## src/rtl/subkey_sched_pkg.sv

```systemverilog
// Shared types, widths and LFSR step for the subkey scheduler.
// Holds the FSM state enum, key/seed widths and the seed-advance function.
package subkey_sched_pkg;

  localparam int KEY_W  = 80;
  localparam int SEED_W = 12;

  // x^12+x^6+x^4+x+1 -> feedback from s[11], s[5], s[3], s[0]
  localparam logic [SEED_W-1:0] LFSR_TAPS     = 12'h829;
  localparam logic [SEED_W-1:0] SEED_ZERO_SUB = 12'hACE;

  typedef enum logic [2:0] {
    IDLE,
    GEN_RST,
    RUN,
    PRESENT,
    FINISH
  } sched_state_t;

  function automatic logic [SEED_W-1:0] lfsr_next(
    input logic [SEED_W-1:0] s
  );
    return {s[SEED_W-2:0], ^(s & LFSR_TAPS)};
  endfunction

endpackage

```

## src/rtl/seed_lfsr.sv

```systemverilog
// Seed register: loads a round-0 seed (zero replaced) and steps the LFSR.
// Ports: clk, rst_n, load+seed, step, value (current seed).
module seed_lfsr
  import subkey_sched_pkg::*;
(
  input  logic              clk,
  input  logic              rst_n,
  input  logic              load,
  input  logic              step,
  input  logic [SEED_W-1:0] seed,
  output logic [SEED_W-1:0] value
);

  always_ff @(posedge clk or negedge rst_n) begin
    if (!rst_n) begin
      value <= '0;
    end else if (load) begin
      // an all-zero seed would lock the LFSR
      value <= (seed == '0) ? SEED_ZERO_SUB : seed;
    end else if (step) begin
      value <= lfsr_next(value);
    end
  end

endmodule

```

## src/rtl/subkey_scheduler.sv

```systemverilog
// Chains subkeyGenerator runs into num_rounds round keys with timeout.
// Ports: start/abort/config in, gen_* to/from generator, key_* handshake out.
module subkey_scheduler
  import subkey_sched_pkg::*;
#(
  parameter int RND_W   = 5,
  parameter int TIMEOUT = 4095
) (
  input  logic              Clk,
  input  logic              Reset_n,
  input  logic              start,
  input  logic              abort,
  input  logic [RND_W-1:0]  num_rounds,
  input  logic [KEY_W-1:0]  master_key,
  input  logic [SEED_W-1:0] master_seed,
  output logic              gen_reset,
  output logic              gen_run,
  output logic [SEED_W-1:0] gen_seed,
  output logic [KEY_W-1:0]  gen_init_key,
  input  logic              gen_done,
  input  logic [KEY_W-1:0]  gen_subkey,
  output logic              key_valid,
  input  logic              key_ready,
  output logic [KEY_W-1:0]  key_data,
  output logic [RND_W-1:0]  key_index,
  output logic              busy,
  output logic              seq_done,
  output logic              timeout_err
);

  localparam logic [11:0] TMO_LAST = 12'(TIMEOUT - 1);

  sched_state_t     state;
  logic [RND_W-1:0] rounds;
  logic [RND_W-1:0] round_cnt;
  logic [11:0]      tmo_cnt;
  logic             go;
  logic             last_round;
  logic             accept;
  logic             seed_load;
  logic             seed_step;

  assign go         = start && (num_rounds != '0);
  assign last_round = (round_cnt == rounds - RND_W'(1));
  assign accept     = (state == PRESENT) && key_ready;
  assign seed_load  = !abort && (state == IDLE) && go;
  assign seed_step  = !abort && accept && !last_round;

  assign gen_reset = (state == IDLE) || (state == GEN_RST);
  assign gen_run   = (state == RUN);
  assign key_valid = (state == PRESENT);
  assign busy      = (state != IDLE);

  seed_lfsr u_lfsr (
    .clk   (Clk),
    .rst_n (Reset_n),
    .load  (seed_load),
    .step  (seed_step),
    .seed  (master_seed),
    .value (gen_seed)
  );

  always_ff @(posedge Clk or negedge Reset_n) begin
    if (!Reset_n) begin
      state        <= IDLE;
      rounds       <= '0;
      round_cnt    <= '0;
      tmo_cnt      <= '0;
      gen_init_key <= '0;
      key_data     <= '0;
      key_index    <= '0;
      seq_done     <= 1'b0;
      timeout_err  <= 1'b0;
    end else begin
      seq_done <= 1'b0;
      if (abort) begin
        state <= IDLE;
      end else begin
        unique case (state)
          IDLE: begin
            if (go) begin
              rounds       <= num_rounds;
              gen_init_key <= master_key;
              round_cnt    <= '0;
              timeout_err  <= 1'b0;
              state        <= GEN_RST;
            end
          end
          GEN_RST: begin
            tmo_cnt <= '0;
            state   <= RUN;
          end
          RUN: begin
            if (gen_done) begin
              key_data  <= gen_subkey;
              key_index <= round_cnt;
              state     <= PRESENT;
            end else if (tmo_cnt == TMO_LAST) begin
              timeout_err <= 1'b1;
              state       <= IDLE;
            end else begin
              tmo_cnt <= tmo_cnt + 12'd1;
            end
          end
          PRESENT: begin
            if (key_ready) begin
              if (last_round) begin
                state <= FINISH;
              end else begin
                round_cnt    <= round_cnt + RND_W'(1);
                gen_init_key <= key_data;
                state        <= GEN_RST;
              end
            end
          end
          FINISH: begin
            seq_done <= 1'b1;
            state    <= IDLE;
          end
          default: state <= IDLE;
        endcase
      end
    end
  end

endmodule

```

## config.mk

```make
export PLATFORM = sky130hd
export DESIGN_NAME = subkey_scheduler
export DESIGN_NICKNAME = d
export VERILOG_FILES = /design/src/rtl/subkey_sched_pkg.sv /design/src/rtl/seed_lfsr.sv /design/src/rtl/subkey_scheduler.sv
export SDC_FILE = /design/constraint.sdc
export NUM_CORES = 1
export LEC_CHECK = 0
export ABC_AREA = 1
export CAP_MARGIN = 40
export CORE_ASPECT_RATIO = 0.6
export CORE_MARGIN = 2
export CORE_UTILIZATION = 49
export CTS_BUF_LIST = sky130_fd_sc_hd__clkbuf_8
export DETAILED_ROUTE_END_ITERATION = 12
export GPL_ROUTABILITY_DRIVEN = 0
export PLACE_DENSITY_LB_ADDON = 0.12
export SLEW_MARGIN = 20
export SYNTH_ARGS = -nofsm -noshare
export SYNTH_HDL_FRONTEND = slang
export SYNTH_SLANG_ARGS = --single-unit
```

## constraint.sdc

```tcl
create_clock -name Clk -period 3.3 [get_ports Clk]
set_input_delay 0.66 -clock Clk [delete_from_list [all_inputs] [get_ports Clk]]
set_output_delay 0.66 -clock Clk [all_outputs]
set_load 0.01 [all_outputs]
```

==> results.toml, run 1 <==
[outcome]
outcome = "finished clean"

[cts]
htreeDepth = 2
cts_tree = "yes"
numCtsBuffers = 34
cts_setup_buffers = 0
cts.sinks = 204
cts.path.max_buffers = 3
insertion_delay_ps = 500
ctsResizeCount = 0
hold_buffers = 0
root_buffer = "clkbuf_8"
clk_pin_slew_worst_paths_ps = 70

[critical_path]
r2r-start = "rounds[0]$_DFFE_PN0P_"
arrival_ps = 1980
cp-end-kind = "output pin"
r2r_cells = 13
path_class = "register to output pin"
cp_max_fo = 5
start_kind = "register"
regToRegSetupSlack_ps = 800
required_ps = 2640
r2r_end = "gen_init_key[29]$_DFFE_PN0P_"

[logic_synthesis]
synth_cell_type_count = 29
synthCells = 1217
yosys_warnings = 0
ys_seq_area_share_pct = 52.9
synth_area_um2 = 9650
syn_area_per_cell_um2 = 7.93
synth_nets = 1404
synth-seq-cells = 204

[cells_and_area]
fin_area_um2 = 14300
layout-drive-gt1-share_pct = 6.71
num-nets-final = 1757
fillCellCount = 1490
area_growth_pct = 48.3
antenna_cells = 0
multi_input_area_um2 = 3860
regArea_um2 = 5100

[routing]
drt_iter0_markers = 660
drc = 0
dr.pass1.iters = 8
wirelength_mm = 30.0
antenna_left = 0
viasPerCell = 5.05
via_count = 9389
avgRoutedWirePerCell_um = 16.1

[die]
die_area_um2 = 20900
die_w_um = 185
num_io_pins = 366
die_y_um = 113
core_region_area_um2 = 19200
rows = 39
initial_core_util_pct = 50.3

[power_and_ir_drop]
p_int_w = 0.00759
switching_share_pct = 36.9
cellLeakagePower_nw = 7.11
p_comb_share_pct = 45.4
max-vdd-ir-drop_v = 0.000546
seq_power_share_pct = 35.1
netSwitchingPower_w = 0.00443
clkPwrFrac_pct = 19.5
power.density_nw_per_um2 = 840

[global_route]
grt_max_degree = 98
grt_overflow = 0
grt_first_pass_wirelength_mm = 47.1
antenna_found_initial = 0
track_usage_pct = 28.6
grt_pass1_vias = 9110

[timing]
clock.fmax_mhz = 379
setup_viol = 0
skew_ps = 24.2
fin_crit_sh_pct = 79.9
fin_crit_ps = 2640
rsz0062_at_grt = "false"
relSlewSlack_pct = 46.8
setup-tns-final_ps = 0
worst_pin_slew_ps = 799
slew_viol_final = 0
final_hold_viol_count = 0

[placement]
place_area_um2 = 13600
dp_hpwl_mm = 21.4
portBuffers = 365

[min_path]
min_path_type = "input port to asynchronous set/reset pin"

[job]
maxCapViolations = 0
-- power by group through the flow --
| stage | Combinational [W] | Clock, W | Sequential [W] |
|---|---|---|---|
| 2_1_floorplan | 0.00206 | 0 | 0.00461 |
| 3_3_place_gp | 0.00533 | 0 | 0.00421 |
| 3_5_place_dp | 0.00547 | 0 | 0.00423 |
| 4_1_cts | 0.00549 | 0.00238 | 0.00421 |
| 5_1_grt | 0.00599 | 0.00253 | 0.00433 |
| 6_report | 0.00546 | 0.00234 | 0.00422 |
-- per-layer routing --
| metal | wire, um | vias up | global-route usage, % |
|---|---|---|---|
| met1 | 12100 | 4376 | 36.1 |
| li1 | - | 4560 | - |
| met4 | 827 | 0 | 8.20 |
| met3 | 3090 | 62 | 10.0 |
| met2 | 14000 | 391 | 46.7 |
| met5 | 0 | - | 0 |
-- logic make-up (layout without fill, tap and decap cells) --
family	Yosys count	in the layout	share of synthesized area (%)
AO/OA/AOI/OAI	148	148	7.70
XOR/XNOR	11	11	0.998
adder cells (fa/ha/maj)	4	4	0.519
buffers and inverters	169	547	7.48
flip-flops	204	204	52.9
multiplexers	21	21	2.45
AND/OR/NAND/NOR	660	660	28.0
-- critical path, cell delays in order (launching register included) --
cell	delay, ps
dfrtp_1	440
inv_2	70
nand2_1	90
nor2_2	210
inv_2	70
nand2_1	60
clkdlybuf4s50_1	540
-- registers in the layout (all words and copies together) (netlist names) --
signal / cells
u_lfsr.value: 12
key_data: 80
key_index: 5
rounds: 5
tmo_cnt: 12
gen_init_key: 80
seq_done: 1
state: 3
timeout_err: 1
round_cnt: 5
-- layout by cell type, fill, tap and decap left out, drive strengths merged --
master         instances
a21oi                 65
and2                   1
buf                   21
bufinv                 1
clkbuf                47
clkdlybuf4s50        364
clkinv                 5
dfrtp                204
ha                     4
inv                  109
mux2                  21
nand2                430
nand3                123
nand3b                 9
nand4                  3
nor2                  88
nor3                   3
nor4                   1
o21ai                 82
o21bai                 1
or2                    2
xnor2                  3
xor2                   8
-- synth_stat cells --
| master | n | area share (%) |
|---|---|---|
| o21ai_1 | 1 | 0.052 |
| nand2_2 | 1 | 0.065 |
| o21ai_0 | 81 | 4.2 |
| ha_1 | 4 | 0.52 |
| nor3_1 | 3 | 0.16 |
| nor4_1 | 1 | 0.065 |
| and2_1 | 1 | 0.065 |
| nor2_2 | 2 | 0.13 |
| nand3_1 | 122 | 6.3 |
| nand3b_1 | 9 | 0.70 |
| o21bai_1 | 1 | 0.078 |
| nand3_2 | 1 | 0.10 |
| clkinv_1 | 2 | 0.078 |
| buf_1 | 9 | 0.35 |
| mux2_2 | 21 | 2.5 |
| xnor2_1 | 3 | 0.27 |
| inv_1 | 93 | 3.6 |
| clkbuf_1 | 22 | 0.86 |
| xor2_1 | 8 | 0.73 |
| buf_2 | 28 | 1.5 |
| buf_6 | 4 | 0.47 |
| a21oi_1 | 65 | 3.4 |
| or2_2 | 2 | 0.13 |
| nor2_1 | 86 | 3.3 |
| nand4_1 | 3 | 0.19 |
| inv_2 | 5 | 0.19 |
| nand2_1 | 429 | 17 |
| dfrtp_1 | 204 | 53 |
| buf_4 | 6 | 0.47 |
-- cell type report --
cell class / count / share of cell area [%]
Timing Repair Buffer: 386 / 27.4
Clock buffer: 46 / 4.42
Sequential cell: 204 / 35.7
Multi-Input combinational cell: 844 / 27.0
Clock inverter: 15 / 0.603
Inverter: 100 / 2.62
Tap cell: 266 / 2.33
-- how the worst max path moves through the flow --
stage                               start                      endpoint  slack, ps  cells past startpoint
floorplan                   num_rounds[4]      round_cnt[2]$_DFFE_PN0P_       1490                     11
global placement            num_rounds[3]  gen_init_key[23]$_DFFE_PN0P_        550                     10
detailed placement          num_rounds[3]  gen_init_key[60]$_DFFE_PN0P_        430                     10
CTS                  state[0]$_DFFE_PN0P_                     gen_reset        640                      6
global route        rounds[0]$_DFFE_PN0P_  gen_init_key[22]$_DFFE_PN0P_        550                     12
finish               state[0]$_DFFE_PN0P_                     gen_reset        660                      6
-- stage by stage --
stage | power, W | utilization, % | instances | setup WS [ps] | hold WS (ps)
2_1_floorplan | 0.00668 | - | 1217 | 1490 | 364
3_3_place_gp | 0.00954 | 70.6 | 1798 | 547 | 454
3_5_place_dp | 0.00970 | 70.7 | 1799 | 431 | 458
4_1_cts | 0.0121 | 74.5 | 1860 | 643 | 115
5_1_grt | 0.0128 | 74.6 | 1861 | 546 | 134
6_report | 0.0120 | 74.6 | 1861 | 664 | 120
Note: power is estimated with default switching activity, not from simulation.
==> run 2: changes to the inputs <==
CORE_UTILIZATION = 41   (was 49)
clock period = 2.2 ns   (was 3.3 ns; I/O delays follow)
==> run 2 against run 1 <==
Effect of this change: sequential power up 51%; highest routed layer unchanged; via count shrank 1.8%; critical path depth stayed put; die area up 19%; critical path type unchanged; non-clock buffer count increased by 12.
==> results.toml, run 2 (synthesized netlist as in run 1, its figures left out) <==
[cts]
cts_tree = "yes"
insertion_delay_ps = 530
numCtsBuffers = 34
cts.sinks = 204
htreeDepth = 2
cts.path.max_buffers = 3
clk_pin_slew_worst_paths_ps = 60
root_buffer = "clkbuf_8"

[cells_and_area]
layout-drive-gt1-share_pct = 7.48
num-nets-final = 1769
regArea_um2 = 5110
fin_area_um2 = 14500
final_cell_mix = "nand2_1, clkdlybuf4s50_1, dfrtp_1"
fillCellCount = 2019
layout_commonest_cell = "nand2_1"
area_growth_pct = 50.0
multi_input_area_um2 = 3870
largest_registers = "gen_init_key x80, key_data x80"

[global_route]
antenna_found_initial = 1
grt_max_degree = 80
track_usage_pct = 25.3
grt_pass1_vias = 8923
grt_overflow = 0
grt_first_pass_wirelength_mm = 49.0

[power_and_ir_drop]
clkPwrFrac_pct = 18.7
max-vdd-ir-drop_v = 0.000704
p_int_w = 0.0114
total_power_w = 0.0182
p_comb_share_pct = 46.3
power.density_nw_per_um2 = 1260
cellLeakagePower_nw = 7.17
switching_share_pct = 37.4
netSwitchingPower_w = 0.00680
seq_power_share_pct = 34.9

[placement]
portBuffers = 365
dp_hpwl_mm = 22.5
place_ws_ps = 15.8
place_area_um2 = 13800

[die]
die_w_um = 202
die_area_um2 = 24800
core_region_area_um2 = 23100
die_y_um = 123
num_io_pins = 366
initial_core_util_pct = 41.8
rows = 43

[timing]
slew_viol_final = 0
worst_pin_slew_ps = 755
relSlewSlack_pct = 49.6
hold-worst-slack_ps = 440
skew_ps = 16.3
final_hold_viol_count = 0
setup_viol = 0
fin_crit_sh_pct = 95.3
clock.fmax_mhz = 477
setup-tns-final_ps = 0
rsz0062_at_grt = "false"
fin_crit_ps = 2100
fin_ws_ps = 104

[routing]
antenna_left = 0
dr.pass1.iters = 7
drc = 0
via_count = 9222
viasPerCell = 4.80
avgRoutedWirePerCell_um = 16.5
drt_iter0_markers = 713
wirelength_mm = 31.7

[critical_path]
regToRegSetupSlack_ps = 180
cp_max_fo = 4
required_ps = 1760
path_class = "register to output pin"
cp-end-kind = "output pin"
start_kind = "register"
arrival_ps = 1660

[min_path]
min_path_type = "input port to asynchronous set/reset pin"

[job]
maxCapViolations = 0

[outcome]
outcome = "finished clean"
==> run 2: cell types whose count changed in the layout (fill, tap and decap cells not counted), moves of 2 or more <==
cell	delta
buf_12	+6
buf_16	-2
buf_4	+7
clkdlybuf4s50_1	-4
dfrtp_1	-2
dfrtp_2	+2
dlygate4sd2_1	+4
nor2_4	+2
==> run 2: routing by layer <==
layer  up-vias  GRT usage, %  part of all wire [%]
met1      4267          34.3                    44
li1       4584             -                     -
met2       326          39.2                    45
met3        45          8.28                   9.1
met5         -             0                     0
met4         0          6.57                   1.8
==> run 2: metrics by stage <==
stage               std cells  utilization [%]
floorplan                1217                -
global placement         1859             59.6
detailed placement       1859             59.6
CTS                      1920             62.7
global route             1921             62.7
finish                   1921             62.7
==> run 2: power by group through the flow <==
stage               clock [W]  combinational (W)  sequential (W)
floorplan                   0            0.00309         0.00692
global route          0.00368            0.00923         0.00655
CTS                   0.00352            0.00852         0.00635
global placement            0            0.00836         0.00634
finish                0.00341            0.00843         0.00636
detailed placement          0            0.00847         0.00637
==> run 2: what timing repair did <==
item,CTS,global route
setup endpoints to repair,4,64
hold buffers,1,0
endpoints found under the hold margin,43,0
pin swaps,1,0
buffers inserted,1,0
resized for setup,9,1
==> run 2: critical path, cell delays in order (launching register included) <==
cell,delay (ps)
dfrtp_1,400
inv_2,110
nand2_2,100
nor2_4,140
inv_2,50
nand2_1,60
dlygate4sd2_1,270
==> run 2: path summary, 6_finish.rpt <==
check / from / to / cells after the start
setup / recovery: state[2]$_DFFE_PN0P_ / gen_reset / 6
hold / removal: Reset_n / gen_init_key[55]$_DFFE_PN0P_ / 2
setup reg to reg: rounds[0]$_DFFE_PN0P_ / gen_init_key[8]$_DFFE_PN0P_ / 11
hold reg to reg: gen_init_key[75]$_DFFE_PN0P_ / gen_init_key[75]$_DFFE_PN0P_ / 2
max in group asynchronous: Reset_n / key_data[61]$_DFFE_PN0P_ / 3
min in group Clk: gen_init_key[75]$_DFFE_PN0P_ / gen_init_key[75]$_DFFE_PN0P_ / 2
==> run 2: layout make-up <==
type | count | area share (%)
Inverter | 100 | 2.59
Tap cell | 315 | 2.72
Timing Repair Buffer | 398 | 27.9
Antenna cell | 1 | 0.0173
Sequential cell | 204 | 35.3
Multi-Input combinational cell | 844 | 26.8
Clock inverter | 13 | 0.354
Clock buffer | 46 | 4.37
